`config.mk`:
```
export PLATFORM = sky130hd
export DESIGN_NAME = time_entry_loader
export DESIGN_NICKNAME = d
export VERILOG_FILES = /design/src/rtl/time_entry_loader_pkg.sv /design/src/rtl/time_entry_loader_bcd_entry_reg.sv /design/src/rtl/time_entry_loader.sv
export SDC_FILE = /design/constraint.sdc
export NUM_CORES = 1
export LEC_CHECK = 0
export CORE_MARGIN = 2
export CORE_UTILIZATION = 50
export DETAILED_ROUTE_END_ITERATION = 7
export DONT_BUFFER_PORTS = 1
export PLACE_DENSITY_LB_ADDON = 0.05
export REMOVE_ABC_BUFFERS = 1
export SETUP_SLACK_MARGIN = 0.3
export SYNTH_ARGS = -nofsm -noshare
export SYNTH_HDL_FRONTEND = slang
export SYNTH_HIERARCHICAL = 1
export SYNTH_SLANG_ARGS = --single-unit
```
`constraint.sdc`:
```
create_clock -name clock -period 5.1 [get_ports clock]
set_clock_uncertainty 0.15 [all_clocks]
set_input_delay 1.02 -clock clock [delete_from_list [all_inputs] [get_ports clock]]
set_output_delay 1.02 -clock clock [all_outputs]
set_load 0.005 [all_outputs]
```
`src/rtl/time_entry_loader_pkg.sv`:
```
// ----------------------------------------------------------------------------
// time_entry_loader_pkg
// Shared definitions for the microwave time-entry front end.
//   - state_t            : FSM state codes (ENTRY/LOAD/RUN/PAUSE)
//   - KEY_DIGIT_MAX      : largest keypad code treated as a digit
//   - SEC_TENS_MAX_DEFAULT / DIGITS_DEFAULT : default parameter values
//   - is_digit()         : keypad code classifier
// ----------------------------------------------------------------------------
package time_entry_loader_pkg;

    typedef enum logic [1:0] {
        ST_ENTRY = 2'd0,
        ST_LOAD  = 2'd1,
        ST_RUN   = 2'd2,
        ST_PAUSE = 2'd3
    } state_t;

    localparam logic [3:0] KEY_DIGIT_MAX        = 4'd9;
    localparam int         SEC_TENS_MAX_DEFAULT = 5;
    localparam int         DIGITS_DEFAULT       = 3;

    function automatic logic is_digit(input logic [3:0] k);
        return (k <= KEY_DIGIT_MAX);
    endfunction

endpackage

```
`src/rtl/time_entry_loader_bcd_entry_reg.sv`:
```
// ----------------------------------------------------------------------------
// bcd_entry_reg
// DIGITS-wide BCD entry register, right-shift-in (new digit enters the least
// significant position, the most significant digit falls off the top).
// Ports:
//   clock, clrn       : clock (rising edge), async active-low reset
//   shift_en          : shift shift_digit in this cycle
//   shift_digit [3:0] : BCD digit to shift in
//   clear             : synchronous clear (wins over shift_en)
//   digits            : {min_ones, sec_tens, sec_ones} for DIGITS=3
//   all_zero          : every digit is zero
//   sec_tens_ok       : seconds-tens digit <= SEC_TENS_MAX
// ----------------------------------------------------------------------------
module bcd_entry_reg
    import time_entry_loader_pkg::*;
#(
    parameter int DIGITS       = DIGITS_DEFAULT,
    parameter int SEC_TENS_MAX = SEC_TENS_MAX_DEFAULT
) (
    input  logic                  clock,
    input  logic                  clrn,
    input  logic                  shift_en,
    input  logic [3:0]            shift_digit,
    input  logic                  clear,
    output logic [4*DIGITS-1:0]   digits,
    output logic                  all_zero,
    output logic                  sec_tens_ok
);

    localparam logic [3:0] TENS_MAX = 4'(SEC_TENS_MAX);

    always_ff @(posedge clock or negedge clrn) begin
        if (!clrn) begin
            digits <= '0;
        end else if (clear) begin
            digits <= '0;
        end else if (shift_en) begin
            digits <= {digits[4*DIGITS-5:0], shift_digit};
        end
    end

    assign all_zero    = (digits == '0);
    // Digit 1 is always seconds-tens regardless of how many minute digits sit above it.
    assign sec_tens_ok = (digits[7:4] <= TENS_MAX);

endmodule

```
`src/rtl/time_entry_loader.sv`:
```
// ----------------------------------------------------------------------------
// time_entry_loader
// Front-end writer for the microwave timer down-counter chain. Collects keypad
// digits into an M:SS BCD entry register, parallel-loads the counter chain on
// start, gates its count enable, watches the chain zero flag for end of cook,
// and handles pause/resume/clear.
// Ports:
//   clock, clrn   : clock (rising edge), async active-low reset
//   keyvalid, key : one-cycle key strobe and keypad code (0-9 digits, others ignored)
//   startn, stopn : active-low one-cycle start/resume and stop/clear requests
//   zero          : counter chain all-zero flag
//   door_open     : door switch, present only with DOOR_INTERLOCK_EN defined
//   loadn, data   : active-low parallel load and BCD load value to the chain
//   enable        : counter chain count enable
//   done          : cook-complete flag
//   err           : one-cycle pulse when a start is rejected
//   state         : FSM state (0 ENTRY, 1 LOAD, 2 RUN, 3 PAUSE)
// Build option: DOOR_INTERLOCK_EN adds the door_open interlock.
// Control semantics: key/start/stop are single-cycle strobes with no
// back-pressure; a strobe is acted on only in the cycle it is asserted and
// only if the current state accepts it, otherwise it is dropped.
// All outputs are registered.
// ----------------------------------------------------------------------------
module time_entry_loader
    import time_entry_loader_pkg::*;
#(
    parameter int DIGITS       = DIGITS_DEFAULT,
    parameter int SEC_TENS_MAX = SEC_TENS_MAX_DEFAULT
) (
    input  logic                clock,
    input  logic                clrn,
    input  logic                keyvalid,
    input  logic [3:0]          key,
    input  logic                startn,
    input  logic                stopn,
    input  logic                zero,
`ifdef DOOR_INTERLOCK_EN
    input  logic                door_open,
`endif
    output logic                loadn,
    output logic [4*DIGITS-1:0] data,
    output logic                enable,
    output logic                done,
    output logic                err,
    output logic [1:0]          state
);

    localparam int W = 4*DIGITS;

    state_t         state_q, state_d;
    logic [W-1:0]   digits;
    logic           all_zero, tens_ok;
    logic           door_block;

    // Decoded actions from the next-state logic.
    logic shift_en, clear_digits, clear_data, capture, reject, set_done, clear_done;

    logic           loadn_d, enable_d, done_d, err_d;
    logic [W-1:0]   data_d;

    logic start, stop, key_ok;
    assign start  = !startn;
    assign stop   = !stopn;
    assign key_ok = keyvalid && is_digit(key);

`ifdef DOOR_INTERLOCK_EN
    assign door_block = door_open;
`else
    assign door_block = 1'b0;
`endif

    bcd_entry_reg #(
        .DIGITS       (DIGITS),
        .SEC_TENS_MAX (SEC_TENS_MAX)
    ) u_entry (
        .clock       (clock),
        .clrn        (clrn),
        .shift_en    (shift_en),
        .shift_digit (key),
        .clear       (clear_digits),
        .digits      (digits),
        .all_zero    (all_zero),
        .sec_tens_ok (tens_ok)
    );

    // State and output registers.
    always_ff @(posedge clock or negedge clrn) begin
        if (!clrn) begin
            state_q <= ST_ENTRY;
            loadn   <= 1'b1;
            data    <= '0;
            enable  <= 1'b0;
            done    <= 1'b0;
            err     <= 1'b0;
        end else begin
            state_q <= state_d;
            loadn   <= loadn_d;
            data    <= data_d;
            enable  <= enable_d;
            done    <= done_d;
            err     <= err_d;
        end
    end

    // Next-state and action decode. Priorities: stop beats start beats key;
    // in RUN, zero beats stop.
    always_comb begin
        state_d      = state_q;
        shift_en     = 1'b0;
        clear_digits = 1'b0;
        clear_data   = 1'b0;
        capture      = 1'b0;
        reject       = 1'b0;
        set_done     = 1'b0;
        clear_done   = 1'b0;
        case (state_q)
            ST_ENTRY: begin
                if (stop) begin
                    clear_digits = 1'b1;
                    clear_data   = 1'b1;
                    clear_done   = 1'b1;
                end else if (start) begin
                    clear_done = 1'b1;
                    if (!all_zero && tens_ok && !door_block) begin
                        state_d = ST_LOAD;
                        capture = 1'b1;
                    end else begin
                        reject = 1'b1;
                    end
                end else if (key_ok) begin
                    shift_en   = 1'b1;
                    clear_done = 1'b1;
                end
            end
            ST_LOAD: begin
                state_d = ST_RUN;
            end
            ST_RUN: begin
                if (zero) begin
                    state_d      = ST_ENTRY;
                    clear_digits = 1'b1;
                    set_done     = 1'b1;
                end else if (stop || door_block) begin
                    state_d = ST_PAUSE;
                end
            end
            ST_PAUSE: begin
                if (stop) begin
                    state_d      = ST_ENTRY;
                    clear_digits = 1'b1;
                    clear_data   = 1'b1;
                end else if (start) begin
                    if (door_block) reject  = 1'b1;
                    else            state_d = ST_RUN;
                end
            end
            default: state_d = ST_ENTRY;
        endcase
    end

    // Registered outputs follow the state being entered, so loadn is low for
    // exactly the LOAD cycle and enable is high exactly while in RUN.
    always_comb begin
        loadn_d  = (state_d != ST_LOAD);
        enable_d = (state_d == ST_RUN);
        err_d    = reject;
        done_d   = done;
        if (set_done)        done_d = 1'b1;
        else if (clear_done) done_d = 1'b0;
        data_d   = data;
        if (capture)         data_d = digits;
        else if (clear_data) data_d = '0;
    end

    assign state = state_q;

endmodule
```
==> impl_metrics.tcl, run 1 <==
set metrics [dict create \
    leakagePower_nw 0.6427 \
    numCtsBuffers 5 \
    hold_path_class "in2async" \
    swShare_pct 34.94 \
    finalCritPeriodShare_pct 52.64 \
    power_frac_comb_pct 28.1 \
    fmax_ghz 0.3725 \
    clock-sinks 30 \
    nFillCells 208 \
    core_area_um2 2500 \
    cap_viol_max_count 0 \
    drt_iter0_markers 13 \
    insertedDiodeCount 0 \
    cpMostUsedCell "nor2_1" \
    relSlewSlack_pct 15.38 \
    yosysTopAreaCell "dfrtp_1" \
    initial_core_util_pct 53.65 \
    setup_tns_ps 0 \
    yosysTopAreaCellShare_pct 54.10 \
    first_pass_iters 4 \
    power_mw 0.6027 \
    cp-start-kind "register" \
    yosys.cell_types.count 29 \
    ys_ff_latch 30 \
    routed_wl_um 2400 \
    place_congestion 0.7989 \
    post_cts_resized 0 \
    power.density_nw_per_um2 428.9 \
    vias 831 \
    path_buf_inv 1 \
    die_y_um 55.80 \
    path_class "reg2reg" \
    route.detailed.drc 0 \
    crit_fanout 12 \
    cp_cell_sequence "inv_1, ha_1, nand3_1, nor2_1, mux2i_1, nor2_1" \
    io_pins 28 \
    netlist_area_um2 1341 \
    syn_to_final_growth_pct 4.758 \
    routed_via_density 5.852 \
    cts.path.max_buffers 2 \
    grt.total_usage_pct 18.01 \
    grt_pass1_wl_um 4243 \
    syn-mean-instance-area_um2 12.42 \
    crit_required_ps 5130 \
    drive_gt1_share_pct 17.86 \
    cp_slowest_cell "nor2_1" \
    hold_viol_final 0 \
    cts_max_level 2 \
    cts-root-buf "clkbuf_4" \
    setup_viol 0 \
    cp-end-kind "register" \
    critPathMaxStageDelay_ps 960 \
    synth_cells 108 \
    tightest_slew_ps 1265 \
    status "finished, final reports clean" \
    pwr-share-seq_pct 48.4 \
    grt_pass1_vias 870 \
    worst_skew_pair.late_latency_ps 320 \
    wl_per_cell_um 16.90 \
    grt-ovfl-total 0 \
    p_int_mw 0.3921 \
    clkTransAtPathRegs_ps 90 \
    cts_tree "done" \
    nets 125 \
    yosys_warnings 6 \
    synthTopCellsByArea "dfrtp_1 54%, mux2i_1 9.0%, a22o_2 6.7%" \
    p_sw_mw 0.2106 \
    grt_max_degree 31 \
    ir_drop_mv 0.3065 \
    cp_top_family "simple AND/OR/NAND/NOR gates" \
    antenna_found_initial 0 \
    rows 18 \
    numPortBuffers 0 \
    rsz0062_at_grt "no" \
    ant_nets 0 \
    cts_setup_buffers 0 \
    hpwl_um 1594 \
    seq_area_frac_synth_pct 56.06 \
    fin_crit_ps 2685 \
    critPathArrivalTime_ps 2710 \
    die_area_um2 3113 \
    slew_viol_final 0 \
    hold_buffers 0 \
    die_w_um 55.80 \
    clockPowerShare_pct 23.5 \
]
[worst reg2reg max path, cell delays in order (launching register included)]
cell,delay (ps)
dfrtp_1,460
inv_1,150
ha_1,320
nand3_1,140
nor2_1,960
mux2i_1,320
nor2_1,60
[per-stage QoR]
step                area [µm²]  utilization, %  hold WS, ps  setup WS, ps  instances
CTS                       1405           56.21        220.0          2423        142
global route              1405           56.21        195.8          2135        142
detailed placement        1345           53.80        361.6          2205        134
global placement          1345           53.80        359.8          2243        134
floorplan                 1308               -        339.7          2482        104
finish                    1405           56.21        235.8          2415        142
[final timing paths]
kind	from	end	slack, ps	cells past startpoint
worst max-delay path	state[1]	u_entry/digits[11]	2420	6
worst min-delay path	clrn	u_entry/digits[4]	240	0
worst max register to register	state[1]	u_entry/digits[11]	2420	6
worst min register to register	data[0]	data[0]	390	1
max in group asynchronous	clrn	loadn	4390	0
min in group clock	data[0]	data[0]	390	1
[per-layer routing]
layer | track usage, % | routed length, µm | vias up
met1 | 24.70 | 1157 | 400
met2 | 25.17 | 1067 | 25
met3 | 8.140 | 155 | 4
li1 | - | - | 402
met4 | 6.272 | 21 | 0
met5 | 0 | 0 | -
[cell families (layout without fill, tap and decap cells)]
logic type / after synthesis / count (layout) / share of synthesized area, %
and+or+nand+nor: 35 / 35 / 14.37
DFF: 30 / 30 / 56.06
AOI/OAI and AO/OA: 20 / 20 / 13.53
muxes: 12 / 12 / 8.956
buffers and inverters: 7 / 11 / 3.358
adders and majority gates: 4 / 4 / 3.731
[synth_stat cells]
| library cell | instances |
|---|---|
| ha_1 | 4 |
| nand3_1 | 1 |
| nand3b_2 | 1 |
| and2_1 | 1 |
| dfstp_2 | 1 |
| nand4bb_1 | 1 |
| o21ai_0 | 1 |
| a2111oi_2 | 1 |
| nor2b_1 | 2 |
| nor4_1 | 4 |
| dfrtp_1 | 29 |
| buf_6 | 2 |
| a32o_1 | 1 |
| a41oi_1 | 1 |
| o22ai_1 | 1 |
| o32a_1 | 1 |
| a21oi_1 | 2 |
| a22o_1 | 3 |
| or2_1 | 1 |
| nand2_1 | 2 |
| and3_1 | 2 |
| nor4b_1 | 1 |
| buf_4 | 1 |
| mux2i_1 | 12 |
| nor3b_4 | 1 |
| nor2_1 | 18 |
| inv_1 | 3 |
| clkbuf_1 | 1 |
| a22o_2 | 9 |
[power by group through the flow]
stage	registers [mW]	logic, mW	clock network [mW]
3_5_place_dp	0.298	0.171	0
4_1_cts	0.293	0.171	0.147
2_1_floorplan	0.290	0.137	0
3_3_place_gp	0.296	0.170	0
6_report	0.292	0.169	0.142
5_1_grt	0.296	0.197	0.156
[registers in the layout, indices dropped and copies added, names as in the netlist]
name and flops:
state 2, u_entry/digits 12, loadn 1, err 1, data 12, done 1
enable 1
[layout make-up]
type	instances	area, µm²	share of cell area, %
Multi-Input combinational cell	71	544.3	38.74
Inverter	3	11.26	0.8014
Sequential cell	30	752.0	53.52
Clock buffer	7	55.05	3.918
Tap cell	30	37.54	2.671
Clock inverter	1	5.005	0.3562
[layout by cell type (no fill, tap or decap), drive strengths merged]
cell | netlist | final
nand4bb | 1 | 1
mux2i | 12 | 12
a32o | 1 | 1
or2 | 1 | 1
nand2 | 2 | 2
a22o | 12 | 12
inv | 3 | 3
nor4b | 1 | 1
o32a | 1 | 1
a2111oi | 1 | 1
o21ai | 1 | 1
dfstp | 1 | 1
clkbuf | 1 | 7
nor2b | 2 | 2
o22ai | 1 | 1
clkinv | 0 | 1
ha | 4 | 4
nor2 | 18 | 18
a41oi | 1 | 1
dfrtp | 29 | 29
and3 | 2 | 2
nor3b | 1 | 1
nor4 | 4 | 4
nand3 | 1 | 1
a21oi | 2 | 2
nand3b | 1 | 1
and2 | 1 | 1
No activity file was read; power rests on OpenSTA's default activity.
==> run 2, diff against run 1 <==
Clock period 5.1 ns to 2.6 ns, I/O delays scaled along.
==> run 2 against run 1 <==
Sequential cell count stayed put. Core utilization is 1.7 points higher. Global-route usage is 0.34 points higher. Highest routed layer unchanged. Critical endpoint is now data[9]. Combinational power is 130% higher. Final area is 2.9% higher. Sequential share of layout area is 1.5 points lower. Sequential power is 95% higher. Worst hold slack worse by 59 ps. Die area stayed put. Clock power is 79% higher. Maximum frequency is 31% higher. Total power is 100% higher.
==> impl_metrics.tcl, run 2 (synthesis gave the netlist of run 1 again) <==
set metrics [dict create \
    status "finished, final reports clean" \
    rsz0062_at_grt "no" \
    setup_ws_ps 554.5 \
    die_y_um 55.80 \
    grt_pass1_vias 892 \
    grt-ovfl-total 0 \
    cap_viol_max_count 0 \
    drive_gt1_share_pct 18.80 \
    rows 18 \
    worst_skew_pair.late_latency_ps 330 \
    crit_fanout 15 \
    finalCritPeriodShare_pct 78.67 \
    grt_pass1_wl_um 4312 \
    tightest_slew_ps 598.2 \
    leakagePower_nw 0.6625 \
    crit_required_ps 2710 \
    drt_iter0_markers 7 \
    setup_viol 0 \
    wl_per_cell_um 17.02 \
    final_common_cell "dfrtp_1" \
    grt_max_degree 31 \
    syn_to_final_growth_pct 7.836 \
    place_ws_ps 543.4 \
    die_area_um2 3113 \
    antenna_found_initial 0 \
    die_w_um 55.80 \
    place_inst 137 \
    nFillCells 208 \
    initial_core_util_pct 53.65 \
    ir_drop_mv 0.6676 \
    nets 130 \
    io_pins 28 \
    cp-end-kind "register" \
    cts-root-buf "clkbuf_4" \
    numCtsBuffers 5 \
    critPathArrivalTime_ps 2150 \
    post_cts_resized 0 \
    path_class "reg2reg" \
    finalNonFillerCells 147 \
    routed_wl_um 2502 \
    power.density_nw_per_um2 835.7 \
    insertedDiodeCount 0 \
    route.detailed.drc 0 \
    cts.path.max_buffers 2 \
    grt.total_usage_pct 18.35 \
    cts_max_level 2 \
    relSlewSlack_pct 60.07 \
    utilization_pct 57.86 \
    slew_viol_final 0 \
    cts_setup_buffers 0 \
    rrSetupSlack_ps 550 \
    vias 845 \
    fmax_ghz 0.4889 \
    numPortBuffers 0 \
    first_pass_iters 4 \
    place_area_um2 1368 \
    core_area_um2 2500 \
    layout_common_cells "29 x dfrtp_1, 18 x nor2_1, 12 x mux2i_1" \
    hold_viol_final 0 \
    design_area_um2 1446 \
    routed_via_density 5.748 \
    hold_path_class "in2reg" \
    fin_crit_ps 2045 \
    cts_tree "done" \
    clock-sinks 30 \
    cp-start-kind "register" \
    clkTransAtPathRegs_ps 80 \
    ant_nets 0 \
    place_congestion 0.8034 \
    setup_tns_ps 0 \
]
[run 2: report_power, final]
| part | switching, mW | internal (mW) |
|---|---|---|
| Sequential | 0.0498 | 0.521 |
| Clock | 0.147 | 0.108 |
| Combinational | 0.236 | 0.148 |
[run 2: what timing repair did]
item	in CTS	in global routing
hold endpoints to repair	30	0
setup endpoints to repair	0	0
hold buffers	2	0
[run 2: worst paths after layout]
check | to | cells after the start | startpoint
min reg2reg | data[11] | 1 | data[11]
min in group asynchronous | data[11] | 2 | clrn
max reg2reg | data[9] | 5 | state[1]
min | done | 1 | zero
max | data[9] | 5 | state[1]
max in group asynchronous | loadn | 2 | clrn
[run 2: critical path: stages, from the launching register on]
cell	delay [ps]
dfrtp_1	440
inv_1	140
ha_1	330
nand3b_2	150
nor3b_4	530
a22o_2	240
[run 2: metrics by stage]
step / power (mW) / hold WS (ps)
after floorplan: 0.8364 / 74.41
after global placement: 0.9469 / 75.00
after detailed placement: 0.9526 / 75.07
after CTS: 1.221 / 169.7
after global routing: 1.293 / 179.3
final: 1.209 / 177.1
[run 2: cell type report]
class                      count  area [µm²]  share of cell area [%]
multi-input combinational     71       544.3                   37.63
timing repair buffer           5       52.55                   3.633
sequential                    30       752.0                   51.99
tap                           30       37.54                   2.595
clock buffer                   8       48.80                   3.374
inverter                       3       11.26                  0.7785
[run 2: per-layer routing]
metal / vias up / global-route usage [%] / part of all wire, %
met5: - / 0 / 0
met4: 0 / 9.408 / 2.2
met3: 7 / 6.279 / 5.2
met2: 27 / 26.36 / 45
met1: 400 / 24.51 / 48
li1: 411 / - / -
